File: src/rtl/result_tile_writer_pkg.sv
// result_tile_writer_pkg: tile types and constants shared by the PE and the result tile writer.
package result_tile_writer_pkg;
  localparam int TILE_N6 = 6;
  localparam int TILE_N4 = 4;
  typedef logic signed [0:5][0:5][15:0] tile_t;
  typedef enum logic {SZ_6X6 = 1'b0, SZ_4X4 = 1'b1} size_t;
  typedef struct packed {
    tile_t       tile;
    logic [7:0]  od;
    logic [8:0]  x;
    logic [8:0]  y;
    size_t       sz;
  } entry_t;
  function automatic logic [2:0] tile_n(input size_t s);
    return (s == SZ_4X4) ? 3'(TILE_N4) : 3'(TILE_N6);
  endfunction
endpackage

File: src/rtl/tile_fifo2.sv
// tile_fifo2: two-entry FIFO of captured tiles with their od, x, y and size type.
module tile_fifo2
  import result_tile_writer_pkg::*;
(
  input  logic   clk,
  input  logic   reset,
  input  logic   push,
  input  logic   pop,
  input  entry_t din,
  output entry_t dout,
  output logic   full,
  output logic   empty
);
  entry_t     r_mem [0:1];
  logic       r_wp, r_rp;
  logic [1:0] r_cnt;
  always_ff @(posedge clk)
    if (push) r_mem[r_wp] <= din;
  always_ff @(posedge clk) begin
    if (reset) begin
      r_wp  <= 1'b0;
      r_rp  <= 1'b0;
      r_cnt <= 2'd0;
    end else begin
      if (push) r_wp <= ~r_wp;
      if (pop) r_rp <= ~r_rp;
      r_cnt <= r_cnt + 2'(push) - 2'(pop);
    end
  end
  assign dout  = r_mem[r_rp];
  assign full  = (r_cnt == 2'd2);
  assign empty = (r_cnt == 2'd0);
endmodule

File: src/rtl/result_tile_writer.sv
// result_tile_writer: buffers PE result tiles and writes their in-range elements to memory row-major.
module result_tile_writer
  import result_tile_writer_pkg::*;
#(
  parameter int IMG_H  = 512,
  parameter int IMG_W  = 512,
  parameter int ADDR_W = 26
) (
  input  logic               clk,
  input  logic               reset,
  input  tile_t              res_tile_i,
  input  logic               res_valid_i,
  input  logic [7:0]         res_od_i,
  input  logic [8:0]         res_x_i,
  input  logic [8:0]         res_y_i,
  input  logic               res_size_type_i,
  output logic               mem_wr_en_o,
  output logic [ADDR_W-1:0]  mem_addr_o,
  output logic signed [15:0] mem_data_o,
  input  logic               mem_ready_i,
  output logic               busy_o,
  output logic               tile_done_o,
  output logic               overflow_o
);
  localparam logic [9:0] H = 10'(IMG_H);
  localparam logic [9:0] W = 10'(IMG_W);
  typedef enum logic {IDLE, WRITE} state_t;
  state_t      r_state;
  logic [2:0]  r_r, r_c;
  logic        r_done, r_ovf;
  entry_t      w_din, w_head;
  logic        w_full, w_empty, w_push, w_pop, w_acc, w_wr, w_none, w_last_col, w_last;
  logic [2:0]  w_n, w_nr, w_nc;
  logic [9:0]  w_hx, w_hy, w_xr, w_yc;
  assign w_din = '{tile: res_tile_i, od: res_od_i, x: res_x_i, y: res_y_i, sz: size_t'(res_size_type_i)};
  tile_fifo2 u_fifo (
    .clk   (clk),
    .reset (reset),
    .push  (w_push),
    .pop   (w_pop),
    .din   (w_din),
    .dout  (w_head),
    .full  (w_full),
    .empty (w_empty)
  );
  // The in-range region is a rectangle, so clipping reduces to a per-tile row/column count.
  always_comb begin
    w_n        = tile_n(w_head.sz);
    w_hx       = {1'b0, w_head.x};
    w_hy       = {1'b0, w_head.y};
    w_nr       = (w_hx >= H) ? 3'd0 : ((H - w_hx) < 10'(w_n)) ? 3'(H - w_hx) : w_n;
    w_nc       = (w_hy >= W) ? 3'd0 : ((W - w_hy) < 10'(w_n)) ? 3'(W - w_hy) : w_n;
    w_none     = (w_nr == 3'd0) || (w_nc == 3'd0);
    w_wr       = (r_state == WRITE) && !w_none;
    w_acc      = w_wr && mem_ready_i;
    w_last_col = (r_c == w_nc - 3'd1);
    w_last     = w_last_col && (r_r == w_nr - 3'd1);
    w_pop      = (r_state == WRITE) && (w_none || (w_acc && w_last));
    w_push     = res_valid_i && (!w_full || w_pop);
    w_xr       = w_hx + 10'(r_r);
    w_yc       = w_hy + 10'(r_c);
    mem_wr_en_o = w_wr;
    mem_addr_o  = w_wr ? ADDR_W'(w_head.od) * ADDR_W'(IMG_H * IMG_W) + ADDR_W'(w_xr) * ADDR_W'(IMG_W) + ADDR_W'(w_yc) : '0;
    mem_data_o  = w_wr ? w_head.tile[r_r][r_c] : '0;
  end
  // WRITE tracks whether the FIFO holds a tile after this edge, so a fresh tile writes one cycle after capture.
  always_ff @(posedge clk) begin
    if (reset) begin
      r_state <= IDLE;
      r_r     <= 3'd0;
      r_c     <= 3'd0;
      r_done  <= 1'b0;
      r_ovf   <= 1'b0;
    end else begin
      r_state <= (w_push || w_full || (!w_empty && !w_pop)) ? WRITE : IDLE;
      r_done  <= w_pop;
      r_ovf   <= r_ovf || (res_valid_i && !w_push);
      if (w_pop) begin
        r_r <= 3'd0;
        r_c <= 3'd0;
      end else if (w_acc) begin
        r_c <= w_last_col ? 3'd0 : r_c + 3'd1;
        r_r <= w_last_col ? r_r + 3'd1 : r_r;
      end
    end
  end
  assign busy_o      = !w_empty || (r_state == WRITE);
  assign tile_done_o = r_done;
  assign overflow_o  = r_ovf;
endmodule
File: config.mk
export PLATFORM = sky130hd
export DESIGN_NAME = result_tile_writer
export DESIGN_NICKNAME = d
export VERILOG_FILES = /design/src/rtl/result_tile_writer_pkg.sv /design/src/rtl/tile_fifo2.sv /design/src/rtl/result_tile_writer.sv
export SDC_FILE = /design/constraint.sdc
export NUM_CORES = 1
export LEC_CHECK = 0
export BUFFER_PORTS_ARGS = -buffer_cell sky130_fd_sc_hd__buf_4
export CAP_MARGIN = 5
export CELL_PAD_IN_SITES_DETAIL_PLACEMENT = 1
export CELL_PAD_IN_SITES_GLOBAL_PLACEMENT = 2
export CORE_ASPECT_RATIO = 1.2
export CORE_MARGIN = 4
export CORE_UTILIZATION = 44
export DETAILED_ROUTE_END_ITERATION = 7
export PLACE_DENSITY = 0.92
export SYNTH_ARGS = -nofsm -noshare
export SYNTH_HDL_FRONTEND = slang
export SYNTH_HIERARCHICAL = 1
export SYNTH_SLANG_ARGS = --single-unit
File: constraint.sdc
create_clock -name clk -period 38.9 [get_ports clk]
set_input_delay 1.945 -clock clk [delete_from_list [all_inputs] [get_ports clk]]
set_output_delay 1.945 -clock clk [all_outputs]
set_load 0.05 [all_outputs]
==> results.ini, run 1 <==
[cells_and_area]
final_core_util = 0.529
fin_area_um2 = 60500
drive_above_1_share = 0.511
area_growth_pct = 19.7
nets = 3803
stdcell_count = 4839

[yosys]
synth_cells = 2505
yosysSeqAreaShare = 0.721
synthesis.nets = 3131
synth_edf_count = 1206
synth_seq_cells = 1220
netlist_area_um2 = 50600
ys.flop_type = edfxtp_1
synthArstFlopShare = 0
avgSynthCellArea_um2 = 20.2
ys_warn_count = 6
synth_cell_types = 62

[placed_design]
placed_cell_area_um2 = 56700
post-dp-hpwl_um = 98500
io_buffers = 652
gp_congestion = 0.793
placed_cells = 4577
place_ws_ps = 28160

[clock_tree]
tritoncts = yes
clk_latency_ps = 760
cts_max_level = 3
post_cts_buffers = 0
post_cts_resized = 0
path_clk_slew_ps = 60
ctsRootBufferMaster = clkbuf_16
cts_sinks = 1220
clk_path_buf_depth = 3
postCtsHoldBufs = 0
cts_inserted_buffers = 116

[critical_path]
reg2regPathDepth = 18
critPathArrivalTime_ps = 11270
worst_setup_path_end_kind = flop
path_cells = buf_4, mux2_2, nor3_1, mux2i_1, o21ai_0, ha_1, xnor2_1, nor2_1, or4bb_1, a22o_1, or2_2, a31oi_1, and2_4, buf_4, buf_4, buf_4, buf_4, buf_4
path_depth = 18
slowest_delay_ps = 940
criticalPathCategory = flop to flop
cpMostUsedCell = buf_4
path_buf_inv = 6
slowest_stage = buf_4
path_delay_family = buffers and inverters
cp_data_required_time_ps = 39250
crit_fanout = 74
start_kind = flop

[timing]
fin_skew_ps = 22.2
rsz0062_at_grt = false
setup_violations = 0
post-route-period-util = 0.281
drv_slew = 0
finalHoldViolations = 0
slew_headroom = 0.236
worstMarginPinSlew_ps = 1150
max_freq_ghz = 0.0916
hold_ws_ps = 511
fin_ws_ps = 27990
fin_crit_ps = 10910
final.setup.tns_ps = 0

[floorplanning]
start_util = 0.442
dieArea_um2 = 120000
ios = 653
row_count = 136
core_um2 = 114000
die_y_um = 379
die_x_um = 318

[power_and_ir_drop]
power_mw = 3.04
pwr_density_cell_nw_per_um2 = 50.2
vdd_drop_max_mv = 0.0463
p_leak_nw = 20.6

[routing]
wl_per_cell_um = 29.1
avgViaCountPerCell = 5.45
ant_nets = 0
routed_wl_um = 141000
via_count = 26400
drtPass1Iterations = 5
drc = 0
first_iter_violations = 2131

[global_routing]
grt_pass1_vias = 29400
grt_start_max_net_pins = 168
antenna_found_initial = 51
grt.overflow.total = 0
grtUsageTotal = 0.229
grt_pass1_wl_um = 200000

[hold_path]
min_delay_path_depth = 1
min_path_type = flop to flop

[job]
drv_cap = 0

[outcome]
status = complete, no violations

layer usage:
layer  vias to the layer above  GRT usage  wire length [um]
met3                       202     0.0634              9850
met1                     13700      0.263             51500
met5                         -          0               153
li1                      11600          -                 -
met2                       893      0.407             74600
met4                        22     0.0922              4830
kinds of logic after synthesis:
logic type               synth area share
AO/OA/AOI/OAI                      0.0164
XOR/XNOR                          0.00477
adder cells (fa/ha/maj)           0.00500
AND/OR/NAND/NOR                    0.0170
buffers and inverters              0.0219
flip-flops                          0.721
multiplexers                        0.213
final timing paths:
path	endpoint	slack, ps	from
max	u_fifo/r_mem[1][576]	27990	flop
min	overflow_o	510	overflow_o
max reg2reg	u_fifo/r_mem[1][576]	27990	flop
min reg2reg	overflow_o	510	overflow_o
registers in the layout (all words and copies together) (netlist names), named ones only:
| register | count |
|---|---|
| u_fifo/r_mem | 1206 |
| u_fifo/r_rp | 1 |
| u_fifo/r_cnt | 2 |
| r_r | 3 |
| u_fifo/r_wp | 1 |
| r_c | 3 |
| tile_done_o | 1 |
| overflow_o | 1 |
| r_state | 1 |
cell usage in the layout, fill, tap and decap left out, types with 24 or more instances in the layout:
cell type / instances
mux2_2: 636
clkbuf_16: 116
nand2_1: 25
edfxtp_1: 1206
a21oi_1: 56
clkinv_2: 24
buf_4: 683
o21ai_0: 32
mux4_2: 160
nor2_1: 38
clkbuf_1: 27
diode_2: 45
where the power goes:
group	internal, mW	switching [mW]	leakage, nW
combinational	0.129	0.178	7.31
clock	0.637	0.491	1.84
sequential	1.58	0.0288	11.4
area by class of cell:
| class | count | area, um2 |
|---|---|---|
| antenna | 45 | 113 |
| clock inverter | 74 | 759 |
| fill | 10400 | 53800 |
| inverter | 16 | 60.1 |
| timing repair buffer | 686 | 5190 |
| sequential | 1220 | 36500 |
| tap | 1518 | 1900 |
| clock buffer | 143 | 3000 |
| multi-input combinational | 1137 | 13000 |
worst reg2reg max path, delay by kind of cell, from the launching register on:
| family | cells | cell delay, ps |
|---|---|---|
| buffers and inverters | 6 | 5150 |
| AND/OR/NAND/NOR | 5 | 2170 |
| flip-flops | 1 | 920 |
| AO/OA/AOI/OAI | 3 | 890 |
| multiplexers | 2 | 870 |
| adder cells (fa/ha/maj) | 1 | 340 |
| XOR/XNOR | 1 | 140 |
cell usage after synthesis (all sizes together), types with 11 or more instances:
cell	n	area (um2)
edfxtp	1206	36200
mux2	636	7160
mux4	160	3600
buf	86	764
a21oi	56	280
clkbuf	46	284
nor2	38	143
o21ai	32	160
nand2	25	93.8
nand2b	18	113
ha	17	213
a22oi	16	120
inv	16	60.1
nand3	15	75.1
dfxtp	14	280
xnor2	14	123
or3	11	68.8
xor2	11	96.3
(Power assumes the default switching activity.)
==> run 2, diff against run 1 <==
- ABC_AREA: not set -> 1
- CORE_UTILIZATION: 44 -> 38
- PLACE_DENSITY: 0.92 -> 0.88
- clock period: 38.9 -> 8.9 ns (I/O delays scaled with it)
==> run 2 against run 1 <==
Area after synthesis rose by 1.4%. Via count rose by 34%. Clock power rose to 5.0 times the previous value. Worst hold slack got worse by 340 ps. Worst setup slack got worse by 26000 ps. Register-to-register slack got worse by 25000 ps. Wire length rose by 37%. Critical path depth fell by 7. Cell area rose by 13%. Synthesized cell count rose by 32%. Combinational power rose to 5.0 times the previous value. Critical path type is now flop to output pin. Largest cell class unchanged.
==> results.ini, run 2 <==
[outcome]
status = complete, no violations  ; unchanged

[timing]
worstMarginPinSlew_ps = 1250  ; was 1150 ps
slew_headroom = 0.164  ; was 0.236
setup_violations = 0  ; unchanged
fin_skew_ps = 37.3  ; was 22.2 ps
max_freq_ghz = 0.149
drv_slew = 0  ; unchanged
finalHoldViolations = 0  ; unchanged
hold_ws_ps = 175  ; was 511 ps
final.setup.tns_ps = 0  ; unchanged
post-route-period-util = 0.752
rsz0062_at_grt = false  ; unchanged
fin_crit_ps = 6690
fin_ws_ps = 2210  ; was 27,990 ps

[cells_and_area]
top_regs = u_fifo/r_mem (1206), r_c (3), r_r (3)  ; unchanged
layout_common_cells = edfxtp_1 (1,206), buf_4 (687), dlygate4sd3_1 (606)  ; was edfxtp_1 (1,206), buf_4 (683), mux2_2 (636)
nets = 5168  ; was 3,803
fin_area_um2 = 68300  ; was 60,500 um2
final_common_cell = edfxtp_1  ; unchanged
area_growth_pct = 33.1  ; was 19.7%
final_core_util = 0.510  ; was 0.529
largest_register = u_fifo/r_mem  ; unchanged
stdcell_count = 6528  ; was 4,839
largest_reg_flops = 1206  ; unchanged
nFillCells = 13100  ; was 10,400
drive_above_1_share = 0.336  ; was 0.511

[job]
drv_cap = 0  ; unchanged

[placed_design]
placed_cells = 5590  ; was 4,577
placed_cell_area_um2 = 57600  ; was 56,700 um2
place_ws_ps = 3000  ; was 28,160 ps
io_buffers = 652  ; unchanged
post-dp-hpwl_um = 111000  ; was 98,500 um
gp_congestion = 0.804  ; was 0.793

[yosys]
synth.area.top_cells = edfxtp_1 (71%), mux2_2 (13%), nor2_1 (2.3%)  ; was edfxtp_1 (72%), mux2_2 (14%), mux4_2 (7.1%)
synth_top_area_frac = 0.706  ; was 0.716
netlist_top_cells_count = edfxtp_1 (1,206), mux2_2 (603), nor2_1 (320)  ; was edfxtp_1 (1,206), mux2_2 (636), mux4_2 (160)
ys_warn_count = 6  ; unchanged
synth_top_cell_by_area = edfxtp_1  ; unchanged
synthesis.nets = 3927  ; was 3,131
yosysSeqAreaShare = 0.712  ; was 0.721
netlist_area_um2 = 51300  ; was 50,600 um2
synth_cells = 3301  ; was 2,505
ys.flop_type = edfxtp_1  ; unchanged
synth_cell_types = 50  ; was 62
synth_edf_count = 1206  ; unchanged
synth_seq_cells = 1220  ; unchanged
yosysMostFrequentCell = edfxtp_1  ; unchanged
avgSynthCellArea_um2 = 15.5  ; was 20.2 um2
synthArstFlopShare = 0  ; unchanged

[clock_tree]
post_cts_buffers = 0  ; unchanged
clk_latency_ps = 780  ; was 760 ps
path_clk_slew_ps = 60  ; about the same
cts_sinks = 1220  ; unchanged
clk_path_buf_depth = 3  ; unchanged
cts_inserted_buffers = 132  ; was 116
tritoncts = yes  ; unchanged
ctsRootBufferMaster = clkbuf_16  ; unchanged
cts_max_level = 4  ; was 3

[routing]
wl_per_cell_um = 29.5  ; was 29.1 um
via_count = 35400  ; was 26,400
drc = 0  ; unchanged
first_iter_violations = 3044  ; was 2,131
routed_wl_um = 193000  ; was 141,000 um
drtPass1Iterations = 5  ; unchanged
avgViaCountPerCell = 5.42  ; was 5.45
ant_nets = 0  ; unchanged

[floorplanning]
start_util = 0.383  ; was 0.442
ios = 653  ; unchanged
core_um2 = 134000  ; was 114,000 um2
row_count = 147  ; was 136
die_y_um = 410  ; was 379 um
die_x_um = 343  ; was 318 um
dieArea_um2 = 141000  ; was 120,000 um2

[critical_path]
criticalPathCategory = flop to output pin  ; was flop to flop
path_buf_inv = 4  ; was 6
path_cells = buf_4, buf_4, buf_12, mux2_2, nand2_1, a21oi_1, o311ai_0, nand2_1, o21ai_1, nor2_1, buf_4  ; was buf_4, mux2_2, nor3_1, mux2i_1, o21ai_0, ha_1, xnor2_1, nor2_1, or4bb_1, a22o_1, or2_2, a31oi_1, and2_4, buf_4, buf_4, buf_4, buf_4, buf_4
critPathArrivalTime_ps = 6250  ; was 11,270 ps
cp_data_required_time_ps = 8460  ; was 39,250 ps
path_delay_family = buffers and inverters  ; unchanged
start_kind = flop  ; unchanged
cpMostUsedCell = buf_4  ; unchanged
slowest_stage = buf_4  ; unchanged
crit_fanout = 134  ; was 74
reg2regPathDepth = 20  ; was 18
reg2reg_to = u_fifo/r_mem[0][153]  ; was u_fifo/r_mem[1][576]
slowest_delay_ps = 850  ; was 940 ps
r2r_slack_ps = 3380  ; was 27,990 ps
worst_setup_path_end_kind = output pin  ; was flop

[global_routing]
grtUsageTotal = 0.264  ; was 0.229
grt_pass1_wl_um = 271000  ; was 200,000 um
grt_start_max_net_pins = 169  ; was 168
grt_pass1_vias = 38800  ; was 29,400
grt.overflow.total = 0  ; unchanged
antenna_found_initial = 78  ; was 51

[hold_path]
min_to = r_c[1]  ; was overflow_o
min_delay_path_depth = 5  ; was 1
hold_start = mem_ready_i  ; was overflow_o
min_path_type = input pin to flop  ; was flop to flop

[power_and_ir_drop]
p_leak_nw = 24.3  ; was 20.6 nW
power_mw = 14.1  ; was 3.04 mW
vdd_drop_max_mv = 0.171  ; was 0.0463 mV
pwr_density_cell_nw_per_um2 = 206  ; was 50.2 nW/um2

-- run 2: power breakdown --
part | total [mW] | switching [mW] | internal (mW) | leakage [nW]
combinational | 1.52 | 0.878 | 0.645 | 10.8
sequential | 6.89 | 0.119 | 6.77 | 11.4
clock | 5.68 | 2.50 | 3.18 | 2.10
total | 14.1 | 3.49 | 10.6 | 24.3
-- run 2: final cells by class --
type / count / area, um2 / area share
tap: 1788 / 2240 / 0.0328
inverter: 72 / 287 / 0.00420
antenna: 91 / 228 / 0.00334
clock buffer: 158 / 3440 / 0.0504
timing repair buffer: 1301 / 11400 / 0.167
multi-input combinational: 1815 / 13300 / 0.194
sequential: 1220 / 36500 / 0.535
clock inverter: 83 / 903 / 0.0132
-- run 2: per-layer routing --
| metal | up-vias | part of all wire | global-route usage |
|---|---|---|---|
| met1 | 18100 | 0.37 | 0.303 |
| met2 | 1677 | 0.52 | 0.470 |
| met4 | 20 | 0.052 | 0.124 |
| met5 | - | 0.00063 | 0 |
| met3 | 446 | 0.066 | 0.0549 |
| li1 | 15100 | - | - |
-- run 2: kinds of logic (layout without fill, tap and decap cells) --
kind of cell	count (synthesis)	count (layout)	share of synthesized area
compound gates	507	507	0.0623
xor+xnor	11	11	0.00202
fa+ha+maj	19	19	0.00493
buf+inv	266	1614	0.0311
flops	1220	1220	0.712
mux	603	603	0.132
other cells	0	91	0
simple gates	675	675	0.0557
-- run 2: timing repair --
action / 4_1_cts / 5_1_grt
resized for setup: 0 / 0
hold buffers: 606 / 0
endpoints found under the hold margin: 1214 / 0
-- run 2: how the worst max path moves through the flow --
stage               start                  to  slack (ps)  cells past startpoint
floorplan            flop  u_fifo/r_mem[0][0]       -3330                     22
global placement     flop      mem_data_o[13]        3050                     11
detailed placement   flop      mem_data_o[12]        3000                     11
CTS                  flop      mem_data_o[12]        2130                     11
global route         flop      mem_data_o[12]        1830                     11
finish               flop      mem_data_o[13]        2210                     11
-- run 2: worst register-to-register path, delay by kind of cell (launching register included) --
family	cells	cell delay, ps
buffers and inverters	4	840
AO/OA/AOI/OAI	1	230
multiplexers	1	410
flip-flops	1	800
AND/OR/NAND/NOR	12	2070
adder cells (fa/ha/maj)	2	400
